===== src/rtl/flp_stream_accumulator.sv =====
`default_nettype none
// +--------------------------------------------------------------------------+
// | flp_stream_accumulator: streams log2 terms, truncating FLP running sum.  |
// | Revision: 1.0                                                            |
// +--------------------------------------------------------------------------+
module flp_stream_accumulator #(
  parameter int NUM_INPUTS = 10,
  parameter int LANES      = 2,
  parameter int IN_WIDTH   = 8,
  parameter int EXP_WIDTH  = 9,
  parameter int MANT_WIDTH = 8
) (
  input  logic                      clk,
  input  logic                      rst,
  input  logic                      in_valid,
  output logic                      in_ready,
  input  logic [LANES*IN_WIDTH-1:0] in_data,
  output logic                      out_valid,
  input  logic                      out_ready,
  output logic [EXP_WIDTH-1:0]      exp,
  output logic [MANT_WIDTH-1:0]     mant,
  output logic                      ovf
);

  localparam int BEATS  = NUM_INPUTS / LANES;
  localparam int LANE_W = (LANES > 1) ? $clog2(LANES) : 1;
  localparam int BEAT_W = (BEATS > 1) ? $clog2(BEATS) : 1;

  localparam logic [LANE_W-1:0]    LAST_LANE = LANE_W'(LANES - 1);
  localparam logic [BEAT_W-1:0]    LAST_BEAT = BEAT_W'(BEATS - 1);
  localparam logic [EXP_WIDTH-1:0] MAX_SHIFT = EXP_WIDTH'(MANT_WIDTH);

  localparam logic [1:0] S_LOAD = 2'd0;
  localparam logic [1:0] S_ADD  = 2'd1;
  localparam logic [1:0] S_OUT  = 2'd2;

  logic [1:0]                state_q, state_d;
  logic [LANES*IN_WIDTH-1:0] beat_q, beat_d;
  logic [LANE_W-1:0]         lane_q, lane_d;
  logic [BEAT_W-1:0]         cnt_q, cnt_d;
  logic [EXP_WIDTH-1:0]      acc_exp_q, acc_exp_d;
  logic [MANT_WIDTH-1:0]     acc_mant_q, acc_mant_d;
  logic                      empty_q, empty_d;
  logic                      ovf_q, ovf_d;

  logic [IN_WIDTH-1:0]     elem;
  logic [EXP_WIDTH-1:0]    elem_exp;
  logic [EXP_WIDTH-1:0]    big_exp;
  logic [EXP_WIDTH-1:0]    shift;
  logic [MANT_WIDTH:0]     big_sig;
  logic [MANT_WIDTH:0]     small_sig;
  logic [MANT_WIDTH:0]     aligned_sig;
  logic [MANT_WIDTH+1:0]   sum;
  logic                    carry;
  logic                    sat;
  logic [EXP_WIDTH-1:0]    sum_exp;
  logic [MANT_WIDTH-1:0]   sum_mant;

  // Add path: accumulator + (elem, mant=0), both with hidden leading one.
  always_comb begin
    elem      = beat_q[int'(lane_q)*IN_WIDTH +: IN_WIDTH];
    elem_exp  = EXP_WIDTH'(elem);
    big_exp   = acc_exp_q;
    big_sig   = {1'b1, acc_mant_q};
    small_sig = {1'b1, {MANT_WIDTH{1'b0}}};
    shift     = acc_exp_q - elem_exp;
    if (acc_exp_q < elem_exp) begin
      big_exp   = elem_exp;
      big_sig   = {1'b1, {MANT_WIDTH{1'b0}}};
      small_sig = {1'b1, acc_mant_q};
      shift     = elem_exp - acc_exp_q;
    end
    aligned_sig = (shift > MAX_SHIFT) ? '0 : (small_sig >> shift);
    sum         = {1'b0, big_sig} + {1'b0, aligned_sig};
    carry       = sum[MANT_WIDTH+1];
    sat         = carry && (big_exp == {EXP_WIDTH{1'b1}});
    sum_exp     = carry ? (big_exp + 1'b1) : big_exp;
    sum_mant    = carry ? sum[MANT_WIDTH:1] : sum[MANT_WIDTH-1:0];
  end

  always_comb begin
    state_d    = state_q;
    beat_d     = beat_q;
    lane_d     = lane_q;
    cnt_d      = cnt_q;
    acc_exp_d  = acc_exp_q;
    acc_mant_d = acc_mant_q;
    empty_d    = empty_q;
    ovf_d      = ovf_q;
    case (state_q)
      S_LOAD: begin
        if (in_valid) begin
          beat_d  = in_data;
          lane_d  = '0;
          state_d = S_ADD;
        end
      end
      S_ADD: begin
        if (empty_q) begin
          acc_exp_d  = elem_exp;
          acc_mant_d = '0;
          empty_d    = 1'b0;
        end else if (!ovf_q) begin
          if (sat) begin
            acc_exp_d  = '1;
            acc_mant_d = '1;
            ovf_d      = 1'b1;
          end else begin
            acc_exp_d  = sum_exp;
            acc_mant_d = sum_mant;
          end
        end
        if (lane_q == LAST_LANE) begin
          lane_d = '0;
          if (cnt_q == LAST_BEAT) begin
            state_d = S_OUT;
          end else begin
            cnt_d   = cnt_q + 1'b1;
            state_d = S_LOAD;
          end
        end else begin
          lane_d = lane_q + 1'b1;
        end
      end
      S_OUT: begin
        if (out_ready) begin
          state_d = S_LOAD;
          empty_d = 1'b1;
          cnt_d   = '0;
          ovf_d   = 1'b0;
        end
      end
      default: state_d = S_LOAD;
    endcase
  end

  always_ff @(posedge clk or posedge rst) begin
    if (rst) begin
      state_q    <= S_LOAD;
      beat_q     <= '0;
      lane_q     <= '0;
      cnt_q      <= '0;
      acc_exp_q  <= '0;
      acc_mant_q <= '0;
      empty_q    <= 1'b1;
      ovf_q      <= 1'b0;
    end else begin
      state_q    <= state_d;
      beat_q     <= beat_d;
      lane_q     <= lane_d;
      cnt_q      <= cnt_d;
      acc_exp_q  <= acc_exp_d;
      acc_mant_q <= acc_mant_d;
      empty_q    <= empty_d;
      ovf_q      <= ovf_d;
    end
  end

  assign in_ready  = (state_q == S_LOAD);
  assign out_valid = (state_q == S_OUT);
  assign exp       = acc_exp_q;
  assign mant      = acc_mant_q;
  assign ovf       = ovf_q;

endmodule
`default_nettype wire


===== config.mk =====
export PLATFORM = sky130hd
export DESIGN_NAME = flp_stream_accumulator
export DESIGN_NICKNAME = d
export VERILOG_FILES = /design/src/rtl/flp_stream_accumulator.sv
export SDC_FILE = /design/constraint.sdc
export NUM_CORES = 1
export LEC_CHECK = 0
export ABC_CLOCK_PERIOD_IN_PS = 8500
export BUFFER_PORTS_ARGS = -buffer_cell sky130_fd_sc_hd__buf_2
export CAP_MARGIN = 30
export CORE_UTILIZATION = 45
export CTS_BUF_LIST = sky130_fd_sc_hd__clkbuf_16
export DETAILED_ROUTE_END_ITERATION = 12
export PLACE_DENSITY_LB_ADDON = 0.05
export SKIP_CTS_REPAIR_TIMING = 1
export SLEW_MARGIN = 20
export SYNTH_ARGS = -nofsm -noshare
export SYNTH_HDL_FRONTEND = slang
export SYNTH_SLANG_ARGS = --single-unit

===== constraint.sdc =====
create_clock -name clk -period 8.5 [get_ports clk]
set_input_delay 0.85 -clock clk [delete_from_list [all_inputs] [get_ports clk]]
set_output_delay 0.85 -clock clk [all_outputs]
set_load 0.05 [all_outputs]

==> flow_summary.toml <==
[synthesis]
synthCells = 475
synth_top_family_by_area = "compound AO/OA/AOI/OAI gates"
synth.distinct_cells = 64
ys_ff_latch = 41
synth_top_area_share_pct = 25.1
syn_nets = 527
synth_area_leader_cell = "dfrtp_1"
avgSynthCellArea_um2 = 8.39
netlist_area_mm2 = 0.00398
ys_top_cells_by_area = "dfrtp_1, ha_1, mux2_2, a21oi_1, mux2i_1"
synth_simple_gate_area_share_pct = 21.0
yosys_warnings = 0
synthXorXnorAreaFrac_pct = 1.98
yosysSeqAreaShare_pct = 25.8
synth_compound_area_share_pct = 22.4
synth-edff-count = 0
ys_async_sr_fraction_pct = 100
ys.flop_type = "dfrtp_1"
synthMuxAreaShare_pct = 11.9
synth_adder_area_share_pct = 10.6

[placement]
port_buffers = 39
gp_routability_congestion = 0.941
hpwlAfterDp_um = 8330

[sta]
slew_headroom_pct = 46.5
setup_violations = 0
tns_ns = 0
hold_viol_final = 0
fin_crit_sh_pct = 83.4
slew_viol_final = 0
rsz0062_at_grt = "false"
fin_skew_ns = 0.00508
tightest_slew_ns = 0.800
max_freq_mhz = 141
min_period_ns = 7.09

[die]
dieArea_mm2 = 0.00923
start_util_pct = 47.5
fp-row-count = 33
core_area_mm2 = 0.00838
dieHeight_um = 96.1
io-pin-count = 40
die_width_um = 96.1

[setup_path]
r2r_slack_ns = 1.41
worst-setup-path-type = "register to register"
crit_fanout = 24
cp.arrival_ns = 7.26
crit_chain = "mux2i_1 -> inv_1 -> ha_1 -> nand3_1 -> a2111oi_2 -> or2_1 -> a31oi_1 -> a311o_1 -> nor3_1 -> a32oi_1 -> o31a_1 -> inv_1 -> ha_1 -> a211o_1 -> a211oi_1 -> nor2_1 -> o41ai_1 -> clkbuf_2 -> o21a_4 -> nand2_1 -> a32o_1"
max_stage_delay_ns = 0.71
start_kind = "register"
crit_slowest_cell = "dfrtp_1"
path_buf_inv = 3
cp-end-kind = "register"
cp_top_family = "compound AO/OA/AOI/OAI gates"
critPathRequiredTime_ns = 8.67

[global_routing]
grt_pass1_wl_um = 17600
grtUsageTotal_pct = 25.0
antenna_found_initial = 0
grt_pass1_vias = 3499
grt_max_degree = 42
overflow = 0

[drt]
wl_per_cell_um = 17.9
drc = 0
drt_iter0_drc = 252
vias = 3668
vias_per_cell = 6.07
antenna_left = 0
wl_um = 10800
dr.pass1.iters = 5

[cts]
clk_latency_ns = 0.28
numCtsBuffers = 5
clkSinkCount = 41
cts_tree = "built"
clk_path_buf_depth = 2
cts-root-buf = "clkbuf_16"
cts.clk_slew.worst_paths_ns = 0.06
htree_levels = 2

[finish]
diodes = 0
drive_gt1_share_pct = 16.8
area.growth.synth_to_final_pct = 10.2
finalNetCount = 550

[min_path]
hold_path.class = "register to register"

[flow_run]
maxCapViolations = 0

[run_status]
status = "complete, no violations"
[worst register-to-register path, delay by kind of cell, from the launching register on]
family,cells,cell delay (ns)
compound gates,10,2.97
fa+ha+maj,2,0.77
buf+inv,3,0.43
flops,1,0.71
mux,1,0.46
simple gates,5,1.65
[cell usage in the layout, fill, tap and decap left out, types with 7 or more instances in the layout]
cell and instances:
o21ai_0 32, nor3_1 14, or3_1 8, o211ai_1 10
inv_1 32, mux2_2 20, a21oi_1 32, and2_1 10
nand2b_1 10, nand3_1 21, nand2_1 31, nor2_1 32
buf_2 39, ha_1 29, mux2i_1 16, a21o_1 7
nor2b_1 9, dfrtp_1 40
[through the flow]
stage	std cells	util (%)	instance area, µm²	hold slack (ns)	worst slack, ns
6_report	604	52.4	4390	0.505	1.41
5_1_grt	604	52.4	4390	0.531	0.669
4_1_cts	603	52.3	4390	0.510	1.10
3_5_place_dp	595	50.0	4190	0.496	1.15
3_3_place_gp	595	50.0	4190	0.489	1.38
2_1_floorplan	475	-	3980	0.475	2.09
[state kept, by name, summed over array words and instances, names as in the netlist]
name,flops
beat_q,16
exp,9
mant,8
cnt_q,3
state_q,2
empty_q,1
lane_q,1
ovf,1
[synthesized netlist by cell type, drive strengths merged (14+ instances only)]
library cell  instances
a21oi                32
ha                   29
clkbuf               17
inv                  32
mux2                 20
nand2                31
mux2i                16
dfrtp                40
nor2                 32
nand3                21
nor3                 14
o21ai                33
[layout make-up]
type,count,area [µm²]
clock inverter,3,68.8
tap,105,131
inverter,32,120
multi-input combinational,376,2700
clock buffer,5,125
fill,804,3990
timing repair buffer,42,215
sequential,41,1030
[path summary, 6_finish.rpt]
check | cells after the start | from | endpoint
max in group asynchronous | 3 | rst | empty_q
worst min register to register | 1 | beat_q[15] | beat_q[15]
min in group asynchronous | 3 | rst | beat_q[12]
worst max register to register | 21 | lane_q | mant[1]
worst max-delay path | 21 | lane_q | mant[1]
worst min-delay path | 1 | beat_q[15] | beat_q[15]
[per-layer routing]
layer  wire length (µm)  up-vias  global-route usage, %
li1                   -     1780                      -
met1               5160     1751                   36.0
met2               4980      122                   39.2
met3                510       15                   2.61
met4                174        0                   7.71
met5                  0        -                      0
[cell families (layout without fill, tap and decap cells)]
| logic type | count (synthesis) | count (layout) |
|---|---|---|
| AO/OA/AOI/OAI | 133 | 133 |
| XOR/XNOR | 9 | 9 |
| adder cells (fa/ha/maj) | 32 | 32 |
| buffers and inverters | 58 | 82 |
| multiplexers | 40 | 40 |
| AND/OR/NAND/NOR | 162 | 162 |
| flip-flops | 41 | 41 |
Power is not shown: default switching activity piles up to over one toggle a cycle in this logic, so the estimate is an artifact.
